<file path="src/rtl/img_win_seq.sv">
// img_win_seq: sequencer for the 5x5/4x4 image window buffer on the EPU convolution path.
//
// Slides a stride-1 KxK window (K = 5 or 4) across an IMG_W x IMG_H 8-bit image.
// It issues image-memory reads and the matching one-cycle-late buffer load strobes,
// pulses the buffer shift before a 5x5 column refill, and handshakes each window
// with the convolution engine.
//
// Ports:
//   clk, rst          clock, asynchronous active-high reset
//   i_start           start pulse, sampled only in IDLE (latches i_ksize, i_base)
//   i_abort           synchronous abort, back to IDLE next cycle, no o_done
//   i_ksize           0 = 5x5 kernel, 1 = 4x4 kernel
//   i_base            image base address
//   o_img_rd          image read enable (data valid one cycle later)
//   o_img_addr        read address, 0 when not reading
//   o_image_new_25    5x5 full-load strobe
//   o_image_new_5     5x5 column-refill strobe
//   o_image_new_16    4x4 load strobe
//   o_image_new_8     tied 0
//   o_shift           buffer shift pulse
//   o_win_valid       window ready, held until i_conv_done
//   i_conv_done       engine finished the current window
//   o_win_row/col     top-left coordinate of the current window
//   o_busy            high in every state except IDLE
//   o_done            one-cycle pulse after the last window
//   o_stall_cnt       WAIT_CONV cycle count since last start
//
// Build option: define IMG_WIN_STALL_CNT_EN to build the saturating stall counter;
// otherwise o_stall_cnt is tied to 0.
module img_win_seq #(
   parameter int IMG_W  = 32,
   parameter int IMG_H  = 32,
   parameter int ADDR_W = 10
) (
   input  logic              clk,
   input  logic              rst,
   input  logic              i_start,
   input  logic              i_abort,
   input  logic              i_ksize,
   input  logic [ADDR_W-1:0] i_base,
   output logic              o_img_rd,
   output logic [ADDR_W-1:0] o_img_addr,
   output logic              o_image_new_25,
   output logic              o_image_new_5,
   output logic              o_image_new_16,
   output logic              o_image_new_8,
   output logic              o_shift,
   output logic              o_win_valid,
   input  logic              i_conv_done,
   output logic [7:0]        o_win_row,
   output logic [7:0]        o_win_col,
   output logic              o_busy,
   output logic              o_done,
   output logic [15:0]       o_stall_cnt
);
   localparam logic [2:0] S_IDLE      = 3'd0;
   localparam logic [2:0] S_LOAD_FULL = 3'd1;
   localparam logic [2:0] S_SHIFT     = 3'd2;
   localparam logic [2:0] S_LOAD_COL  = 3'd3;
   localparam logic [2:0] S_DRAIN     = 3'd4;
   localparam logic [2:0] S_WAIT_CONV = 3'd5;
   localparam logic [2:0] S_FIN       = 3'd6;
   localparam logic [7:0] COL_LAST5 = 8'(IMG_W - 5);
   localparam logic [7:0] COL_LAST4 = 8'(IMG_W - 4);
   localparam logic [7:0] ROW_LAST5 = 8'(IMG_H - 5);
   localparam logic [7:0] ROW_LAST4 = 8'(IMG_H - 4);
   logic [2:0]        state, nxt;
   logic              ks;
   logic [ADDR_W-1:0] base;
   logic [2:0]        rr, cc, cc_eff, k_m1;
   logic [7:0]        win_row, win_col, col_last, row_last;
   logic              s25, s5, s16;
   logic              last_px, last_win, col_end, accept;
   assign k_m1     = ks ? 3'd3 : 3'd4;
   assign col_last = ks ? COL_LAST4 : COL_LAST5;
   assign row_last = ks ? ROW_LAST4 : ROW_LAST5;
   assign col_end  = win_col == col_last;
   assign last_win = col_end && win_row == row_last;
   // a refill only walks the rows of the new rightmost column
   assign last_px  = rr == k_m1 && (state == S_LOAD_COL || cc == k_m1);
   assign cc_eff   = state == S_LOAD_COL ? k_m1 : cc;
   assign accept   = state == S_IDLE && i_start && !i_abort;
   always_comb begin
      nxt = state;
      case (state)
         S_IDLE:      nxt = i_start ? S_LOAD_FULL : S_IDLE;
         S_LOAD_FULL: nxt = last_px ? S_DRAIN : S_LOAD_FULL;
         S_SHIFT:     nxt = S_LOAD_COL;
         S_LOAD_COL:  nxt = last_px ? S_DRAIN : S_LOAD_COL;
         S_DRAIN:     nxt = S_WAIT_CONV;
         S_WAIT_CONV: nxt = !i_conv_done ? S_WAIT_CONV : last_win ? S_FIN : (col_end || ks) ? S_LOAD_FULL : S_SHIFT;
         S_FIN:       nxt = S_IDLE;
         default:     nxt = S_IDLE;
      endcase
      if (i_abort) nxt = S_IDLE;
   end
   always_ff @(posedge clk or posedge rst) begin
      if (rst) begin
         state   <= S_IDLE;
         ks      <= 1'b0;
         base    <= '0;
         rr      <= 3'd0;
         cc      <= 3'd0;
         win_row <= 8'd0;
         win_col <= 8'd0;
         s25     <= 1'b0;
         s5      <= 1'b0;
         s16     <= 1'b0;
      end else begin
         state <= nxt;
         rr    <= (o_img_rd && rr != k_m1) ? rr + 3'd1 : 3'd0;
         cc    <= state == S_LOAD_FULL ? cc + {2'b00, rr == k_m1} : 3'd0;
         // strobes trail the reads by one cycle; an abort kills the pending one
         s25   <= !i_abort && state == S_LOAD_FULL && !ks;
         s16   <= !i_abort && state == S_LOAD_FULL && ks;
         s5    <= !i_abort && state == S_LOAD_COL;
         if (accept) begin
            ks      <= i_ksize;
            base    <= i_base;
            win_row <= 8'd0;
            win_col <= 8'd0;
         end
         if (state == S_WAIT_CONV && i_conv_done && !i_abort && !last_win) begin
            win_col <= col_end ? 8'd0 : win_col + 8'd1;
            win_row <= col_end ? win_row + 8'd1 : win_row;
         end
      end
   end
   assign o_img_rd       = state == S_LOAD_FULL || state == S_LOAD_COL;
   assign o_img_addr     = o_img_rd ? ADDR_W'(32'(base) + (32'(win_row) + 32'(rr)) * 32'(IMG_W) + 32'(win_col) + 32'(cc_eff)) : '0;
   assign o_image_new_25 = s25;
   assign o_image_new_5  = s5;
   assign o_image_new_16 = s16;
   assign o_image_new_8  = 1'b0;
   assign o_shift        = state == S_SHIFT;
   assign o_win_valid    = state == S_WAIT_CONV;
   assign o_win_row      = win_row;
   assign o_win_col      = win_col;
   assign o_busy         = state != S_IDLE;
   assign o_done         = state == S_FIN;
`ifdef IMG_WIN_STALL_CNT_EN
   logic [15:0] stall;
   always_ff @(posedge clk or posedge rst) begin
      if (rst) stall <= 16'd0;
      else if (accept) stall <= 16'd0;
      else if (state == S_WAIT_CONV && stall != 16'hFFFF) stall <= stall + 16'd1;
   end
   assign o_stall_cnt = stall;
`else
   assign o_stall_cnt = 16'd0;
`endif
endmodule

</file>
<file path="config.mk">
export PLATFORM = sky130hd
export DESIGN_NAME = img_win_seq
export DESIGN_NICKNAME = d
export VERILOG_FILES = /design/src/rtl/img_win_seq.sv
export SDC_FILE = /design/constraint.sdc
export NUM_CORES = 1
export LEC_CHECK = 0
export CAP_MARGIN = 25
export CORE_MARGIN = 1.5
export CORE_UTILIZATION = 55
export CTS_CLUSTER_SIZE = 30
export DETAILED_ROUTE_END_ITERATION = 12
export PLACE_DENSITY = 0.95
export SYNTH_ARGS = -nofsm -noshare
export SYNTH_HDL_FRONTEND = slang
export SYNTH_SLANG_ARGS = --single-unit
</file>
<file path="constraint.sdc">
create_clock -name clk -period 7.18 [get_ports clk]
set_input_delay 1.077 -clock clk [delete_from_list [all_inputs] [get_ports clk]]
set_output_delay 1.077 -clock clk [all_outputs]
set_load 0.02 [all_outputs]
</file>
==> run summary, run 1 <==
The number of antenna violations at the first check in global routing is 0. The number of vias in the routed layout came out at about 2,500. After synthesis, the largest family of logic cells by area is simple AND/OR/NAND/NOR gates.

The switching share of total power came out at approximately a third. The number of top-level pins came out at between 60 and 70. The TritonCTS buffer count is 5. The count of final setup violators is 0. After detailed routing, the number of remaining DRC violations is 0. Once the clock tree was built, the setup fixing pass inserted 0 buffers. The maximum VDD drop is between 0.0001 and 0.00015 V. The total number of H-tree levels came out at 2. The floorplan step defined a die boundary enclosing approximately 5700 sq um. The count of antenna-violating nets left after detailed routing came out at 0. The antenna diode instance count is 0.

The fraction of layout instances using a drive strength above 1 came out at 5.23%. The root buffer cell chosen for the clock tree is sky130_fd_sc_hd__clkbuf_8. The reg-to-reg setup timing slack is between 4 and 5 ns. The via count of the first global-routing pass is roughly 2,300. Of the total power, registers draw between 30 and 40%. The netlist area before placement came out at about 2900 sq um. The fraction of synthesized area in multiplexers is about 1.1%.

The first routing iteration left approximately 210 violations. The number of warnings issued by yosys came out at 0. After clock tree synthesis, the clock-pin slew on the worst setup and hold paths is 0.08 ns. Data arrives at the worst endpoint at 5.11 ns.

Yosys mapped the design onto 54 distinct sky130hd cell types. The largest clock skew in the final design came out at a little under 0.009 ns. The period utilization is 86.1%. The total number of clock tree sinks is 39. The first detailed-routing pass took 4 iterations. The die is roughly 75 microns tall. Setup repair after global routing left no endpoint under its margin.

The worst path meets setup with 0.996 ns of slack. The global-route wire length before repair came out at 10.8 mm. The global route total overflow is 0. The minimum setup slack after placement is roughly 1.5 ns. Cell internal power was estimated by the tool at ~0.43 mW.

The weighted congestion reported at the end of routability-driven placement came out at about 0.86. After detailed routing, the number of vias per cell comes to between 5 and 6. The hold violation count in the final report is 0.

Static timing analysis puts the maximum clock frequency at ~160 MHz. The largest net degree at the start of global routing is 40. In this run, synthesis produced a sequential element count of 39. The floorplan die width is roughly 75 microns.

The number of hold buffers added after CTS came out at 0. The most common cell in the synthesized netlist is sky130_fd_sc_hd__nand2_1. The part of the total power dissipated in the clock network came out at between 20% and 30%. The reported leakage power is around 1.6 nW. The run finished with clean final reports. In this run, synthesis inferred 0 flip-flops with an integrated enable.

STA classifies the critical path startpoint as a flop. The worst setup path is captured at an output pin. Global routing used between 20% and 30% of the available tracks across all layers. The relative max-transition margin is a little under 60%. The type of the worst setup path is reg2out. The filler cell count in the final layout came out at approximately 420. The final critical path time including I/O delays and setup is 6.18 ns. The synthesized-area fraction occupied by xor and xnor cells is under 10%.

After Yosys synthesis, and, or, nand and nor cells account for about a quarter of the synthesized area. The final HPWL from detailed placement is roughly 5 mm. The cell count after synthesis came out at between 300 and 400. Post-CTS repair changed the size of 0 cells. The areal power density over the cells came out at 189 nW/um^2.

The switching power summed over all nets is approximately 0.22 mW. The CTS tree is yes. The combinational cell fraction of total power came out at a little under a third.

Counting instances in the post-synthesis netlist gives the leading cell types as 51 x sky130_fd_sc_hd__nand2_1, 39 x sky130_fd_sc_hd__dfrtp_1, 19 x sky130_fd_sc_hd__ha_1, 19 x sky130_fd_sc_hd__nor2_1, 17 x sky130_fd_sc_hd__buf_4. In this run the worst hold path is classified as reg2reg. The worst-case reg-to-reg path depth is 5.

Along the worst hold path, the cell count comes to 2. By area the synthesized netlist is led by sky130_fd_sc_hd__dfrtp_1 34%, sky130_fd_sc_hd__ha_1 8.3%, sky130_fd_sc_hd__nand2_1 6.7%, sky130_fd_sc_hd__fa_1 5.6%, sky130_fd_sc_hd__buf_4 4.4%. The max-capacitance violation count is 0. The prevailing post-synth register cell is sky130_fd_sc_hd__dfrtp_1. The clock tree buffer depth is 2.

The routed length per instance is 16.2 microns. The accumulated negative setup slack is 0 ns. The post-synthesis cell type with the largest combined area is sky130_fd_sc_hd__dfrtp_1. For the pin with the worst max-slew slack, the measured transition is 0.602 ns. The count of pins over their slew limit came out at 0. The final net count came out at about 410. The number of core rows came out at 26.

The share of Yosys cell area claimed by the top area cell type came out at about 34%. The average instance area after synthesis is between 9 and 10 sq um. The synthesized netlist devotes 15.0% of its cell area to compound gates. The arithmetic-cell share of the synthesized area counting full adders, half adders and majority gates is 13.8%. The required time of the worst setup path is around 6 ns. The share of synthesized area occupied by flip-flops and latches is 33.9%. The core area came out at about 5100 sq um. The share of flip-flops with an asynchronous set or reset after synthesis came out at 100%. The initial standard-cell utilization of the core is 56.7%. Buffers placed on the I/O ports in this run total around 50. The final wirelength came out at around 7.0 mm. Of all nets on the critical path, the largest fanout is 14. The insertion delay to the later sink of the worst-skew pair is about 0.3 ns. The layout overhead on the synthesized area is 20.5%.
## logic make-up after synthesis
logic type	count (synthesis)
flip-flops	39
adder cells (fa/ha/maj)	27
other	1
multiplexers	3
XOR/XNOR	15
buffers and inverters	39
AND/OR/NAND/NOR	131
AO/OA/AOI/OAI	62
## sequential cells by signal, summed over array words and instances (netlist names)
name            count
o_win_row           8
o_image_new_5       1
o_image_new_25      1
o_image_new_16      1
rr                  3
o_win_col           8
cc                  3
base               10
state               3
ks                  1
## metal layers
layer  GRT usage (%)  vias up  wire length, microns
li1                -     1183                     -
met1            32.7     1210                  2910
met2            42.0       95                  3540
met3            5.82       15                   406
met4            10.7        0                   142
met5               0        -                     0
## layout make-up
class / instances / area, sq um / area share [%]
Sequential cell: 39 / 976 / 28.1
Clock buffer: 6 / 82.6 / 2.38
Clock inverter: 2 / 35.0 / 1.01
Timing Repair Buffer: 51 / 505 / 14.6
Tap cell: 70 / 87.6 / 2.53
Inverter: 10 / 37.5 / 1.08
Multi-Input combinational cell: 255 / 1740 / 50.3
## critical path, cell delays in order (launching register included)
cell and delay, ns:
sky130_fd_sc_hd__dfrtp_1 0.54, sky130_fd_sc_hd__nand2b_1 0.53, sky130_fd_sc_hd__clkinv_1 0.41, sky130_fd_sc_hd__nand2_1 0.27, sky130_fd_sc_hd__mux2_2 0.38, sky130_fd_sc_hd__fa_1 0.45
sky130_fd_sc_hd__ha_1 0.25, sky130_fd_sc_hd__fa_1 0.43, sky130_fd_sc_hd__a211oi_1 0.39, sky130_fd_sc_hd__o21bai_1 0.14, sky130_fd_sc_hd__a31oi_1 0.24, sky130_fd_sc_hd__xnor2_1 0.10
sky130_fd_sc_hd__nor2_1 0.09, sky130_fd_sc_hd__clkdlybuf4s50_1 0.62
## cell usage in the layout (no fill, tap or decap), drive strengths merged, types with 6 or more instances in the layout
cell / n
nand2: 51
clkdlybuf4s50: 49
dfrtp: 39
nor2: 19
ha: 19
conb: 17
a21oi: 14
o21ai: 13
xnor2: 12
inv: 9
nand3: 8
fa: 8
nor3: 7
and2: 7
a31oi: 7
or3: 7
a21o: 6
clkbuf: 6
## power by group through the flow
stage               logic, mW  clock network, mW  registers [mW]
floorplan               0.145                  0           0.254
global placement        0.190                  0           0.261
detailed placement      0.198                  0           0.263
CTS                     0.201              0.195           0.259
global route            0.219              0.206           0.262
finish                  0.201              0.195           0.259
## worst paths after layout
check / from / end
worst max-delay path: state[2]$_DFF_PP0_ / o_img_addr[9]
worst min-delay path: base[8]$_DFFE_PP0P_ / base[8]$_DFFE_PP0P_
worst max register to register: ks$_DFFE_PP0P_ / state[1]$_DFF_PP0_
worst min register to register: base[8]$_DFFE_PP0P_ / base[8]$_DFFE_PP0P_
max in group asynchronous: rst / o_image_new_25$_DFF_PP0_
min in group asynchronous: rst / o_win_row[7]$_DFFE_PP0P_
## stage by stage
| step | total power, mW | hold WS [ns] | cell area [sq um] | std cells | utilization, % |
|---|---|---|---|---|---|
| detailed placement | 0.461 | 0.473 | 3350 | 425 | 66.0 |
| floorplan | 0.400 | 0.450 | 2940 | 333 | - |
| CTS | 0.655 | 0.494 | 3470 | 433 | 68.3 |
| finish | 0.656 | 0.490 | 3470 | 433 | 68.3 |
| global route | 0.687 | 0.533 | 3470 | 433 | 68.3 |
| global placement | 0.451 | 0.470 | 3350 | 425 | 66.0 |
(Power assumes the default switching activity.)
==> run 2, diff against run 1 <==
--- a/config.mk
+++ b/config.mk
@@ -5,12 +5,14 @@
 export SDC_FILE = /design/constraint.sdc
 export NUM_CORES = 1
 export LEC_CHECK = 0
+export ABC_AREA = 1
 export CAP_MARGIN = 25
 export CORE_MARGIN = 1.5
 export CORE_UTILIZATION = 55
 export CTS_CLUSTER_SIZE = 30
 export DETAILED_ROUTE_END_ITERATION = 12
 export PLACE_DENSITY = 0.95
+export SKIP_LAST_GASP = 1
 export SYNTH_ARGS = -nofsm -noshare
 export SYNTH_HDL_FRONTEND = slang
 export SYNTH_SLANG_ARGS = --single-unit
==> run summary, run 2 <==
The layout overhead on the synthesized area came out at 19.7% (was 20.5%). The most frequently used cell type in the post-synthesis netlist was sky130_fd_sc_hd__nand2_1 (unchanged). The flip-flop count of the largest register after layout is 10 (unchanged).

The transition time at the pin with the least slew margin is 0.796 ns (was 0.602 ns). The period utilization came out at 81.4% (was 86.1%). The largest net degree at the start of global routing is 40 (unchanged). The type of the worst setup path is reg2out (unchanged). The final critical path time including I/O delays and setup is 5.85 ns (was 6.18 ns). The prevailing post-synth register cell was sky130_fd_sc_hd__dfrtp_1 (unchanged).

The switching share of total power is 30.3% (was 33.7%). The count of antenna-violating nets left after detailed routing is 0 (unchanged). The area of all sequential standard cells came to 976 sq um (unchanged). The most frequent standard cell in the layout excluding fill and tap cells is sky130_fd_sc_hd__nand2_1 (unchanged). The count of pins over their slew limit came out at 0 (unchanged). The data arrival time of the worst path came to 4.77 ns (was 5.11 ns).

The number of hold buffers added after CTS came out at 0 (unchanged). The final HPWL from detailed placement came out at 5.23 mm (was 4.99 mm). The first-pass detailed-route iteration total is 7 (was 4). The fraction of layout instances using a drive strength above 1 is 5.58% (was 5.23%). The combinational cell fraction of total power was 22.4% (was 30.7%). The share of synthesized area occupied by flip-flops and latches was 32.8% (was 33.9%).

Result of the run: complete, no violations (unchanged). The vertical die dimension is 76.5 microns (was 75.3 microns). Setup repair after global routing missed its margin: no (unchanged). The starting DRC count in detailed routing was 272 (was 211). The global-route usage over all layers is 26.4% (was 25.6%). The maximum net fanout on the critical path was 12 (was 14). The number of synthesized register bits came out at 39 (unchanged). The kind of end point of the critical path is an output pin (unchanged). The hold violation count in the final report came to 0 (unchanged). The count of final setup violators was 0 (unchanged).

Top area cells in the synthesized netlist: sky130_fd_sc_hd__dfrtp_1 33%, sky130_fd_sc_hd__nand2_1 14%, sky130_fd_sc_hd__ha_1 8.0%, sky130_fd_sc_hd__inv_1 5.8%, sky130_fd_sc_hd__nand3_1 5.7% (was sky130_fd_sc_hd__dfrtp_1 34%, sky130_fd_sc_hd__ha_1 8.3%, sky130_fd_sc_hd__nand2_1 6.7%, sky130_fd_sc_hd__fa_1 5.6%, sky130_fd_sc_hd__buf_4 4.4%). The worst-case reg-to-reg path depth came out at 8 (was 5). The largest clock skew in the final design came out at 0.00859 ns (was 0.00874 ns).

The multi-input logic area came to 1680 sq um (was 1740 sq um). The cell count after synthesis came out at 398 (was 317). The insertion delay to the later sink of the worst-skew pair came out at 0.30 ns (about the same). The final wirelength came to 7.31 mm (was 7.00 mm). The share of Yosys cell area claimed by the top area cell type is 32.8% (was 33.9%). The via count of the first global-routing pass came out at 2,756 (was 2,263). The TritonCTS buffer count is 5 (unchanged). The areal power density over the cells is 158 nW/um^2 (was 189 nW/um^2).

The accumulated negative setup slack is 0 ns (unchanged). The category of the worst setup path launch point is a flop (unchanged). The netlist area before placement is 2970 sq um (was 2880 sq um).

The part of the total power dissipated in the clock network is 33.7% (was 29.8%). The initial standard-cell utilization of the core was 57.5% (was 56.7%). The count of flip-flops with a built-in enable after synthesis came out at 0 (unchanged). The total number of clock tree sinks is 39 (unchanged). The global-route wire length before repair came out at 12.3 mm (was 10.8 mm). The final net count was 490 (was 405). The largest register by flop count was base (unchanged).

The number of DRC violations after detailed routing is 0 (unchanged). The post-synthesis cell type with the largest combined area is sky130_fd_sc_hd__dfrtp_1 (unchanged). The area of the die came out at 5850 sq um (was 5680 sq um). The cell internal power dissipation is 0.392 mW (was 0.434 mW). The number of vias in the routed layout came out at 2,797 (was 2,503). The number of core rows came out at 26 (unchanged).

The switching power summed over all nets came out at 0.170 mW (was 0.221 mW). The average instance area after synthesis came out at 7.47 sq um (was 9.08 sq um). The number of vias per cell came out at 5.40 (was 5.78).

The filler cell count in the final layout came to 386 (was 418). The cell at the root of the clock tree was sky130_fd_sc_hd__clkbuf_8 (unchanged). The unique cell type count in the Yosys netlist came out at 33 (was 54).

The routed length per instance came out at 14.1 microns (was 16.2 microns). The number of buffers inserted to repair setup after CTS is 0 (unchanged). Most frequent cells in the layout: 107 x sky130_fd_sc_hd__nand2_1, 49 x sky130_fd_sc_hd__clkdlybuf4s50_1, 46 x sky130_fd_sc_hd__inv_1 (was 51 x sky130_fd_sc_hd__nand2_1, 49 x sky130_fd_sc_hd__clkdlybuf4s50_1, 39 x sky130_fd_sc_hd__dfrtp_1).

The number of cells on the worst hold path came out at 2 (unchanged). The share of flip-flops with an asynchronous set or reset after synthesis came out at 100% (unchanged). The weighted congestion reported at the end of routability-driven placement was 0.848 (was 0.856).

The floorplan die width came out at 76.5 microns (was 75.3 microns). The worst hold path class is reg2reg (unchanged). The global route total overflow is 0 (unchanged). The clock-pin slew on the worst setup and hold paths came out at 0.08 ns (about the same).

The number of warnings issued by yosys is 0 (unchanged). The total number of H-tree levels came to 2 (unchanged). The hold slack was 0.494 ns (was 0.490 ns).

The required time of the worst setup path came out at 6.10 ns (about the same). The maximum VDD drop is 0.000119 V (was 0.000124 V). The max-capacitance violation count came to 0 (unchanged). The antenna diode instance count was 0 (unchanged). The part of the power in registers is 43.9% (was 39.5%).

The fmax came out at 171 MHz (was 162 MHz). The number of antenna violations at the first check in global routing is 0 (unchanged). The reported leakage power is 1.80 nW (was 1.63 nW). The number of buffer cells added on primary ports is 49 (unchanged). The CTS tree is yes (unchanged).

The core area is 5170 sq um (was 5070 sq um). The share of the core filled with cells is 68.8% (was 68.3%). The clock tree buffer depth came out at 2 (unchanged). The relative max-transition margin came out at 46.8% (was 59.7%). The number of top-level pins came out at 67 (unchanged). The number of gates resized after CTS is 0 (unchanged). Top cells by count, synth: 107 x sky130_fd_sc_hd__nand2_1, 46 x sky130_fd_sc_hd__inv_1, 39 x sky130_fd_sc_hd__dfrtp_1, 37 x sky130_fd_sc_hd__nor2_1, 34 x sky130_fd_sc_hd__nand3_1 (was 51 x sky130_fd_sc_hd__nand2_1, 39 x sky130_fd_sc_hd__dfrtp_1, 19 x sky130_fd_sc_hd__ha_1, 19 x sky130_fd_sc_hd__nor2_1, 17 x sky130_fd_sc_hd__buf_4).
## run 2: cell type report
| class | instances | area share [%] |
|---|---|---|
| multi-input combinational | 300 | 47.3 |
| sequential | 39 | 27.4 |
| timing repair buffer | 50 | 14.0 |
| inverter | 51 | 5.52 |
| tap | 70 | 2.46 |
| clock buffer | 6 | 2.32 |
| clock inverter | 2 | 0.985 |
## run 2: layer usage
layer  track usage (%)  up-vias  routed length, microns
met5                 0        -                       0
met4              12.0        0                     173
met3              4.67       19                     415
met2              46.5      131                    3780
met1              31.2     1324                    2930
li1                  -     1323                       -
## run 2: final timing paths
kind	endpoint	slack (ns)	start
min	base[3]$_DFFE_PP0P_	0.49	base[3]$_DFFE_PP0P_
min reg2reg	base[3]$_DFFE_PP0P_	0.49	base[3]$_DFFE_PP0P_
max reg2reg	o_win_row[2]$_DFFE_PP0P_	4.98	state[0]$_DFF_PP0_
min in group asynchronous	base[7]$_DFFE_PP0P_	1.19	rst
max	o_img_addr[7]	1.33	state[0]$_DFF_PP0_
max in group asynchronous	rr[2]$_DFF_PP0_	5.63	rst
## run 2: kinds of logic after synthesis
family	synth area share, %
AOI/OAI and AO/OA	6.82
other	0.126
buffers and inverters	12.5
and+or+nand+nor	29.3
xor gates and xnor gates	5.01
DFF	32.8
adders and majority gates	13.4
## run 2: per-stage QoR
stage	setup WS, ns	std cells	area (sq um)	power [mW]
2_1_floorplan	3.28	414	3030	0.340
3_3_place_gp	2.20	510	3440	0.366
3_5_place_dp	1.96	510	3440	0.374
4_1_cts	1.45	518	3560	0.565
5_1_grt	1.04	518	3560	0.591
6_report	1.33	518	3560	0.562
## run 2: power groups by stage
stage / registers [mW] / logic [mW] / clock network [mW]
after floorplan: 0.245 / 0.0950 / 0
after global placement: 0.249 / 0.117 / 0
after global routing: 0.248 / 0.141 / 0.202
final: 0.247 / 0.126 / 0.189
after detailed placement: 0.250 / 0.124 / 0
after CTS: 0.246 / 0.126 / 0.193
## run 2: worst max-delay path, cell delays in order (launching register included)
cell	delay (ns)
sky130_fd_sc_hd__dfrtp_1	0.41
sky130_fd_sc_hd__inv_1	0.09
sky130_fd_sc_hd__nor2_1	0.61
sky130_fd_sc_hd__nand2_1	0.30
sky130_fd_sc_hd__nor2_1	0.28
sky130_fd_sc_hd__inv_1	0.11
sky130_fd_sc_hd__o21ai_0	0.14
sky130_fd_sc_hd__fa_1	0.50
sky130_fd_sc_hd__ha_1	0.24
sky130_fd_sc_hd__fa_1	0.42
sky130_fd_sc_hd__nand3_1	0.10
sky130_fd_sc_hd__nand3_1	0.12
sky130_fd_sc_hd__nand2_1	0.08
sky130_fd_sc_hd__inv_1	0.05
sky130_fd_sc_hd__nor2_1	0.09
sky130_fd_sc_hd__o21bai_1	0.08
sky130_fd_sc_hd__nand2_1	0.06
sky130_fd_sc_hd__nand2_1	0.05
sky130_fd_sc_hd__nor2_1	0.13
sky130_fd_sc_hd__clkdlybuf4s50_1	0.61
==> run 3, diff against run 2 <==
--- a/config.mk
+++ b/config.mk
@@ -8,10 +8,10 @@
 export ABC_AREA = 1
 export CAP_MARGIN = 25
 export CORE_MARGIN = 1.5
-export CORE_UTILIZATION = 55
+export CORE_UTILIZATION = 51
 export CTS_CLUSTER_SIZE = 30
 export DETAILED_ROUTE_END_ITERATION = 12
-export PLACE_DENSITY = 0.95
+export PLACE_DENSITY = 0.92
 export SKIP_LAST_GASP = 1
 export SYNTH_ARGS = -nofsm -noshare
 export SYNTH_HDL_FRONTEND = slang
==> constraint.sdc (replaced) <==
create_clock -name clk -period 5.99 [get_ports clk]
set_input_delay 0.8985 -clock clk [delete_from_list [all_inputs] [get_ports clk]]
set_output_delay 0.8985 -clock clk [all_outputs]
set_load 0.02 [all_outputs]
==> run summary, run 3 (same netlist as run 2, synthesis figures left out) <==
The vertical die dimension is 79.3 microns (was 76.5 microns). The filler cell count in the final layout is 458 (was 386). The maximum net fanout on the critical path came out at 12 (unchanged). The TritonCTS buffer count came out at 5 (unchanged). The accumulated negative setup slack came to 0 ns (unchanged). The global-route wire length before repair came out at 11.2 mm (was 12.3 mm).

The weighted congestion reported at the end of routability-driven placement was 0.899 (was 0.848). The global-route usage over all layers is 23.1% (was 26.4%). The clock tree buffer depth is 2 (unchanged). The cell at the root of the clock tree is sky130_fd_sc_hd__clkbuf_8 (unchanged). The reg-to-reg startpoint is state[0]$_DFF_PP0_ (unchanged). The fraction of layout instances using a drive strength above 1 came out at 4.93% (was 5.58%). The reg-to-reg setup timing slack came out at 3.76 ns (was 4.98 ns). The kind of end point of the critical path is an output pin (unchanged).

The count of antenna-violating nets left after detailed routing is 0 (unchanged). The number of top-level pins is 67 (unchanged). The origin of the worst setup path is state[0]$_DFF_PP0_ (unchanged). Setup repair after global routing missed its margin: no (unchanged).

The reported leakage power is 1.78 nW (was 1.80 nW). The relative max-transition margin came out at 51.4% (was 46.8%). Most frequent cells in the layout: 107 x sky130_fd_sc_hd__nand2_1, 49 x sky130_fd_sc_hd__clkdlybuf4s50_1, 46 x sky130_fd_sc_hd__inv_1 (unchanged). The number of antenna violations at the first check in global routing was 0 (unchanged). The final wirelength is 6.79 mm (was 7.31 mm).

The data arrival time of the worst path came out at 4.49 ns (was 4.77 ns). The core area is 5570 sq um (was 5170 sq um). The global route total overflow was 0 (unchanged). The maximum VDD drop is 0.000116 V (was 0.000119 V). The antenna diode instance count is 0 (unchanged). The worst-case reg-to-reg path depth was 8 (unchanged). The count of final setup violators is 0 (unchanged).

The total number of H-tree levels was 2 (unchanged). The layout overhead on the synthesized area was 18.3% (was 19.7%). The worst hold path class is reg2reg (unchanged). The largest clock skew in the final design is 0.00377 ns (was 0.00859 ns). The via count of the first global-routing pass is 2,556 (was 2,756). The final HPWL from detailed placement came to 5.17 mm (was 5.23 mm). The areal power density over the cells came out at 173 nW/um^2 (was 158 nW/um^2). The category of the worst setup path launch point was a flop (unchanged). The CTS tree is yes (unchanged). The initial standard-cell utilization of the core is 53.3% (was 57.5%). The transition time at the pin with the least slew margin was 0.726 ns (was 0.796 ns). The clock-pin slew on the worst setup and hold paths came out at 0.07 ns (was 0.08 ns).

The count of pins over their slew limit is 0 (unchanged). The number of buffer cells added on primary ports came out at 49 (unchanged). The starting DRC count in detailed routing came out at 174 (was 272).

The number of buffers inserted to repair setup after CTS came out at 0 (unchanged). The total number of clock tree sinks is 39 (unchanged). The multi-input logic area came out at 1680 sq um (unchanged). The number of core rows came out at 27 (was 26). The first-pass detailed-route iteration total came out at 4 (was 7). After layout, the minimum clock period comes to about 5.4 ns. The number of vias in the routed layout is 2,702 (was 2,797).

The required time of the worst setup path is 5.09 ns (was 6.10 ns). The most frequent standard cell in the layout excluding fill and tap cells is sky130_fd_sc_hd__nand2_1 (unchanged). The number of hold buffers added after CTS was 0 (unchanged). The critical path capture point is o_img_addr[7] (unchanged). The floorplan die width was 79.3 microns (was 76.5 microns). After layout, the worst path uses 90.0% of the clock period. The number of DRC violations after detailed routing came out at 0 (unchanged).

The fmax is ~190 MHz. The type of the worst setup path is reg2out (unchanged). The hold violation count in the final report is 0 (unchanged). The area of all sequential standard cells is 976 sq um (unchanged).

The flip-flop count of the largest register after layout came out at 10 (unchanged). The final net count is 490 (unchanged). The insertion delay to the later sink of the worst-skew pair is 0.29 ns (was 0.30 ns).

The largest net degree at the start of global routing was 40 (unchanged). The largest register by flop count is base (unchanged). The number of gates resized after CTS is 0 (unchanged). The routed length per instance came out at 13.1 microns (was 14.1 microns). The number of vias per cell came to 5.22 (was 5.40). Result of the run: complete, no violations (unchanged). The max-capacitance violation count is 0 (unchanged). The share of the core filled with cells came out at 63.1% (was 68.8%). The area of the die is 6290 sq um (was 5850 sq um). The critical register-to-register path endpoint was o_win_row[2]$_DFFE_PP0P_ (unchanged).
## run 3: worst min path at each step
stage                         from             endpoint  slack (ns)  depth (start not counted)
2_1_floorplan  base[3]$_DFFE_PP0P_  base[3]$_DFFE_PP0P_        0.45                          2
3_3_place_gp   base[4]$_DFFE_PP0P_  base[4]$_DFFE_PP0P_        0.46                          2
3_5_place_dp   base[3]$_DFFE_PP0P_  base[3]$_DFFE_PP0P_        0.47                          2
4_1_cts        base[3]$_DFFE_PP0P_  base[3]$_DFFE_PP0P_        0.49                          2
5_1_grt        base[3]$_DFFE_PP0P_  base[3]$_DFFE_PP0P_        0.51                          2
6_report       base[3]$_DFFE_PP0P_  base[3]$_DFFE_PP0P_        0.49                          2
## run 3: per-layer routing
layer	up-vias	GRT usage (%)	share of wire (%)
met5	-	0	0
met4	0	11.2	2.5
met3	17	4.25	6.0
met2	93	39.7	50
met1	1267	27.8	42
li1	1325	-	-
## run 3: critical path, cell delays in order, from the launching register on
cell and delay (ns):
sky130_fd_sc_hd__dfrtp_1 0.43, sky130_fd_sc_hd__inv_1 0.09, sky130_fd_sc_hd__nor2_1 0.56, sky130_fd_sc_hd__nand2_1 0.26
sky130_fd_sc_hd__nor2_1 0.19, sky130_fd_sc_hd__inv_1 0.07, sky130_fd_sc_hd__o21ai_0 0.10, sky130_fd_sc_hd__fa_1 0.45
sky130_fd_sc_hd__ha_1 0.24, sky130_fd_sc_hd__fa_1 0.41, sky130_fd_sc_hd__nand3_1 0.10, sky130_fd_sc_hd__nand3_1 0.13
sky130_fd_sc_hd__nand2_1 0.11, sky130_fd_sc_hd__inv_1 0.06, sky130_fd_sc_hd__nor2_1 0.08, sky130_fd_sc_hd__o21bai_1 0.09
sky130_fd_sc_hd__nand2_1 0.07, sky130_fd_sc_hd__nand2_1 0.05, sky130_fd_sc_hd__nor2_1 0.10, sky130_fd_sc_hd__clkdlybuf4s50_1 0.60
## run 3: final cells by class
cell class / instances / share of cell area, %
flip-flops and latches: 39 / 27.8
clock buffers: 6 / 2.06
inverters: 51 / 5.59
well taps: 72 / 2.56
repair buffers: 50 / 14.2
multi-input cells: 300 / 47.9
## run 3: per-stage QoR
step	hold slack [ns]	total power, mW	area [sq um]	std cells	setup WS [ns]
2_1_floorplan	0.446	0.408	3030	414	2.27
3_3_place_gp	0.457	0.440	3440	512	1.17
3_5_place_dp	0.472	0.446	3440	512	1.03
4_1_cts	0.489	0.610	3520	518	0.680
5_1_grt	0.505	0.645	3520	518	0.195
6_report	0.490	0.608	3520	518	0.600
## run 3: report_power, final
group | internal (mW) | leakage (nW) | switching (mW)
logic | 0.0554 | 1.21 | 0.0918
clock network | 0.0777 | 0.0371 | 0.0887
registers | 0.279 | 0.525 | 0.0162
==> RTL change 1 (flow settings as in run 1) <==
Build with the macro `IMG_WIN_STALL_CNT_EN` defined.
--- a/src/rtl/img_win_seq.sv
+++ b/src/rtl/img_win_seq.sv
@@ -27,6 +27,8 @@
 //
 // Build option: define IMG_WIN_STALL_CNT_EN to build the saturating stall counter;
 // otherwise o_stall_cnt is tied to 0.
+`define IMG_WIN_STALL_CNT_EN
+
 module img_win_seq #(
    parameter int IMG_W  = 32,
    parameter int IMG_H  = 32,
Check against the original RTL: same outputs for any inputs over 10 cycles, from zero or initial values and one cycle with rst high; that may be too few to reach the edited logic, so the function may still have changed.
==> RTL change 1 against run 1 <==
Sequential cell count rose by 16. Cell count rose by 15%. Setup slack improved by 150 ps. Wire length rose by 13%. Synthesized area rose by 23%. Total power rose by 7.4%. Design area rose by 25%. Largest cell class unchanged. Highest routed layer unchanged.
==> RTL change 1: results (changes against run 1) <==
[synthesis]
synthArstFlopShare_pct = 100.0  ; unchanged
synthFlopType = dfrtp_1
synth_nets = 404
ys_seq_area_share_pct = 38.88  ; +5.0 points
synth_cell_type_count = 60  ; +11%
ys_top_cells_by_count = dfrtp_1, nor2_1, ha_1
yosysWarnings = 0  ; unchanged
synth_area_leaders = dfrtp_1, ha_1, xnor2_1

[critical_path]
r2r-start = state[1]$_DFF_PP0_
critPathArrivalTime_ps = 4960  ; -150 ps
critPathCapture = o_img_addr[9]
crit_fanout = 12  ; -2
critPathLaunch = state[2]$_DFF_PP0_
reg2reg_to = o_win_row[0]$_DFFE_PP0P_
reg2regPathDepth = 5  ; unchanged
r2r_setup_slack_ps = 4850  ; +140 ps

[cts]
clkSlewWorstSetupHoldPaths_ps = 100  ; +20 ps
root_buffer = clkbuf_8
clkLatencyLatePin_ps = 320  ; +20 ps
clockBufferDepth = 2  ; unchanged
cts_inserted_buffers = 5  ; unchanged
post_cts_buffers = 0  ; unchanged

[power]
p_seq_share_pct = 48.6  ; +9.1 points
clk-power_mw = 0.194
vdd_drop_max_mv = 0.1211  ; -2.6%
p_int_mw = 0.4913  ; +13%
leakagePower_nw = 1.857  ; +14%

[grt]
met2_usage_pct = 39.02  ; -3.0 points
met1_usage_pct = 31.74  ; -0.97 points
grtUsageTotal_pct = 23.81  ; -1.8 points
grt_max_degree = 56  ; +40%
use_met3_pct = 4.374  ; -1.4 points
grt_pass1_wl_mm = 13.49  ; +25%
grt_pass1_vias = 2839  ; +25%

[place]
place.detailed.hpwl_mm = 5.804  ; +16%
gp_congestion = 0.9043  ; +5.6%
port_buffers = 65  ; +33%

[hold_path]
min_path_type = reg -> reg
min_path_cells = 1  ; -1
min_from = base[8]$_DFFE_PP0P_

[detailed_routing]
drt_iter0_drc = 240  ; +14%
met2_length_mm = 3.940  ; +11%
wl_met1_mm = 3.464  ; +19%
wl_met3_um = 309  ; -24%
routed_wl_mm = 7.904  ; +13%
vias = 2987  ; +19%

[finish]
num-nets-final = 463  ; +14%
diodes = 0  ; unchanged
nFillCells = 472  ; +13%
largest_reg_flops = 16  ; +6
drive_gt1_share_pct = 8.571  ; +3.3 points

[run_status]
status = complete, no violations

[sta]
whs_ps = 538.3  ; +48.09 ps
fin_skew_ps = 9.560  ; +0.8221 ps
tightest_slew_ps = 696.2  ; +93.78 ps

==> RTL change 1: cell count changes after synthesis, moves of 4 or more <==
| cell | change |
|---|---|
| o21ai_0 | +5 |
| clkbuf_1 | -5 |
| xor2_1 | +4 |
| buf_2 | +6 |
| nor3_1 | +5 |
| inv_1 | +8 |
| mux2_2 | +10 |
| xnor2_1 | +7 |
| dfrtp_1 | +16 |
| nor2_1 | +16 |
| buf_4 | -14 |
| nand2_1 | -32 |
| nand3_1 | +5 |
==> RTL change 1: worst max-delay path, cell delays in order, from the launching register on <==
cell	delay, ps
dfrtp_1	510
nand2b_1	490
inv_1	310
nand2_1	250
mux2_2	370
fa_1	450
ha_1	240
fa_1	430
a211oi_1	400
o21bai_1	140
a31oi_1	230
xnor2_1	100
nor2_1	100
clkdlybuf4s50_1	620
==> RTL change 1: cell families after synthesis <==
group                    share of synthesized area [%]
adder cells (fa/ha/maj)                          11.59
XOR/XNOR                                         6.433
multiplexers                                     4.666
AO/OA/AOI/OAI                                    11.88
other                                           0.1059
flip-flops                                       38.88
AND/OR/NAND/NOR                                  22.52
buffers and inverters                            3.924
==> RTL change 1: layout make-up <==
type | count | share of cell area, %
Inverter | 17 | 1.471
Tap cell | 77 | 2.222
Clock buffer | 7 | 2.222
Timing Repair Buffer | 67 | 15.35
Clock inverter | 1 | 0.1731
Multi-Input combinational cell | 273 | 46.83
Sequential cell | 55 | 31.74
==> RTL change 1: stage by stage <==
step / total power, mW / std cells / area (µm²) / setup WS, ps
after floorplan: 0.4539 / 360 / 3540 / 2927
after global placement: 0.5049 / 489 / 4233 / 1842
after detailed placement: 0.5125 / 489 / 4233 / 1642
after CTS: 0.7057 / 497 / 4337 / 1245
after global routing: 0.7365 / 497 / 4337 / 929.1
final: 0.7042 / 497 / 4337 / 1147
==> RTL change 2 (config.mk and constraints of run 1) <==
Made on the original files. The parameter `ADDR_W` goes from 10 to 11.
--- a/src/rtl/img_win_seq.sv
+++ b/src/rtl/img_win_seq.sv
@@ -30,7 +30,7 @@
 module img_win_seq #(
    parameter int IMG_W  = 32,
    parameter int IMG_H  = 32,
-   parameter int ADDR_W = 10
+   parameter int ADDR_W = 11
 ) (
    input  logic              clk,
    input  logic              rst,
Ports: changed (resized i_base and o_img_addr); port bits go from 67 to 69. The function was not compared with the original's and may differ.
==> RTL change 2 against run 1 <==
Design area is 2.7% higher. Critical path depth grew 2. Sequential cell count rose by 1. Synthesized area increased by 4.1%. Wire length up 3.6%. Setup slack better by 170 ps. Clock skew down 3.0 ps. Die area grew 4.0%. Fmax is 2.9% higher. Total power down 18%. Highest routed layer unchanged.
==> RTL change 2: results (changes against run 1) <==
[run_status]
status = complete, no violations

[place]
dp.cells = 448  ; +5.4%
placed_area_um2 = 3471  ; +3.6%
place.detailed.hpwl_mm = 5.368  ; +7.6%
port_buffers = 51  ; +4.1%
dpl_worst_slack_ps = 1588  ; +132.8 ps
gp_congestion = 0.8908  ; +4.0%

[cts]
htreeDepth = 2  ; unchanged
post_cts_buffers = 0  ; unchanged
clkSlewWorstSetupHoldPaths_ps = 70
clkLatencyLatePin_ps = 290
ctsResizeCount = 0  ; unchanged
root_buffer = clkbuf_8
clockBufferDepth = 2  ; unchanged

[critical_path]
path_delay_family = buffers and inverters
r2r_setup_slack_ps = 4790  ; +80 ps
crit_fanout = 14  ; unchanged
critPathArrivalTime_ps = 4930  ; -180 ps
r2r-start = ks$_DFFE_PP0P_
crit_path_max_incr_delay_ps = 630
reg2reg_to = o_win_col[7]$_DFFE_PP0P_

[synthesis]
ys_top_cells_by_count = nand2_1, dfrtp_1, inv_1
synth-compound-area-share_pct = 11.94  ; -3.0 points
synth_area_leaders = dfrtp_1, ha_1, nand2_1
synthArstFlopShare_pct = 100.0  ; unchanged
synth_fa_ha_area_share_pct = 14.11  ; +0.29 points
synthMuxAreaShare_pct = 1.712  ; +0.58 points
synth_cell_type_count = 53  ; -1.9%
synthCells = 340  ; +7.3%
yosysWarnings = 0  ; unchanged
ys_seq_area_share_pct = 33.40  ; -0.51 points
synth_xor_area_share_pct = 4.384  ; -0.18 points

[detailed_routing]
drt_iter0_drc = 155  ; -27%
routed_wl_mm = 7.252  ; +3.6%
via_per_inst = 5.763  ; -0.30%
firstDrtPassIters = 4  ; unchanged
vias = 2628  ; +5.0%

[grt]
antenna_found_initial = 0  ; unchanged
grt_pass1_vias = 2508  ; +11%
grt_pass1_wl_mm = 12.22  ; +13%
grtUsageTotal_pct = 25.82  ; +0.24 points
grt-ovfl-total = 0  ; unchanged
grt_max_degree = 41  ; +2.5%

[finish]
drive_gt1_share_pct = 4.145  ; -1.1 points
largest_reg_flops = 11  ; +1
nFillCells = 421  ; +0.72%
diodes = 0  ; unchanged
num-nets-final = 431  ; +6.4%

[hold_path]
holdPathEnd = base[4]$_DFFE_PP0P_
min_path_type = reg -> reg
min_from = base[4]$_DFFE_PP0P_

[power]
leakagePower_nw = 1.665  ; +1.9%
p_int_mw = 0.3721  ; -14%
vdd_drop_max_mv = 0.08345  ; -33%

[sta]
fin_skew_ps = 5.705  ; -3.033 ps
tightest_slew_ps = 549.8  ; -52.53 ps
whs_ps = 495.0  ; +4.837 ps

[RTL change 2: cell count changes after synthesis, moves of 4 or more]
cell	before	now
nor2b_1	1	5
nor4_1	5	1
and3_1	1	7
clkbuf_1	11	7
nand4_1	1	5
inv_1	9	26
[RTL change 2: cell type report]
class	instances	area, µm²	share of cell area (%)
clock buffer	8	90.09	2.530
tap	70	87.58	2.460
sequential	40	1001	28.11
multi-input combinational	259	1759	49.40
timing repair buffer	53	525.5	14.76
inverter	26	97.59	2.741
[RTL change 2: power groups by stage]
stage | Clock [mW] | Sequential, mW | Combinational, mW
2_1_floorplan | 0 | 0.251 | 0.0952
3_3_place_gp | 0 | 0.256 | 0.128
3_5_place_dp | 0 | 0.257 | 0.131
4_1_cts | 0.152 | 0.253 | 0.132
5_1_grt | 0.165 | 0.255 | 0.146
6_report | 0.150 | 0.253 | 0.132
[RTL change 2: layer usage]
layer | vias to the layer above | track usage [%] | wire length, µm
met3 | 9 | 3.452 | 493
met2 | 115 | 43.98 | 3529
met5 | - | 0 | 0
met1 | 1266 | 34.35 | 3125
li1 | 1238 | - | -
met4 | 0 | 7.222 | 102
[RTL change 2: worst max-delay path by stage]
stage	start	end	depth (start not counted)	slack [ps]
2_1_floorplan	state[2]$_DFF_PP0_	o_img_addr[9]	16	2470
3_3_place_gp	state[2]$_DFF_PP0_	o_img_addr[9]	15	1890
3_5_place_dp	state[2]$_DFF_PP0_	o_img_addr[9]	15	1590
4_1_cts	state[2]$_DFF_PP0_	o_img_addr[9]	15	1250
5_1_grt	state[2]$_DFF_PP0_	o_img_addr[9]	15	860
6_report	state[2]$_DFF_PP0_	o_img_addr[9]	15	1170
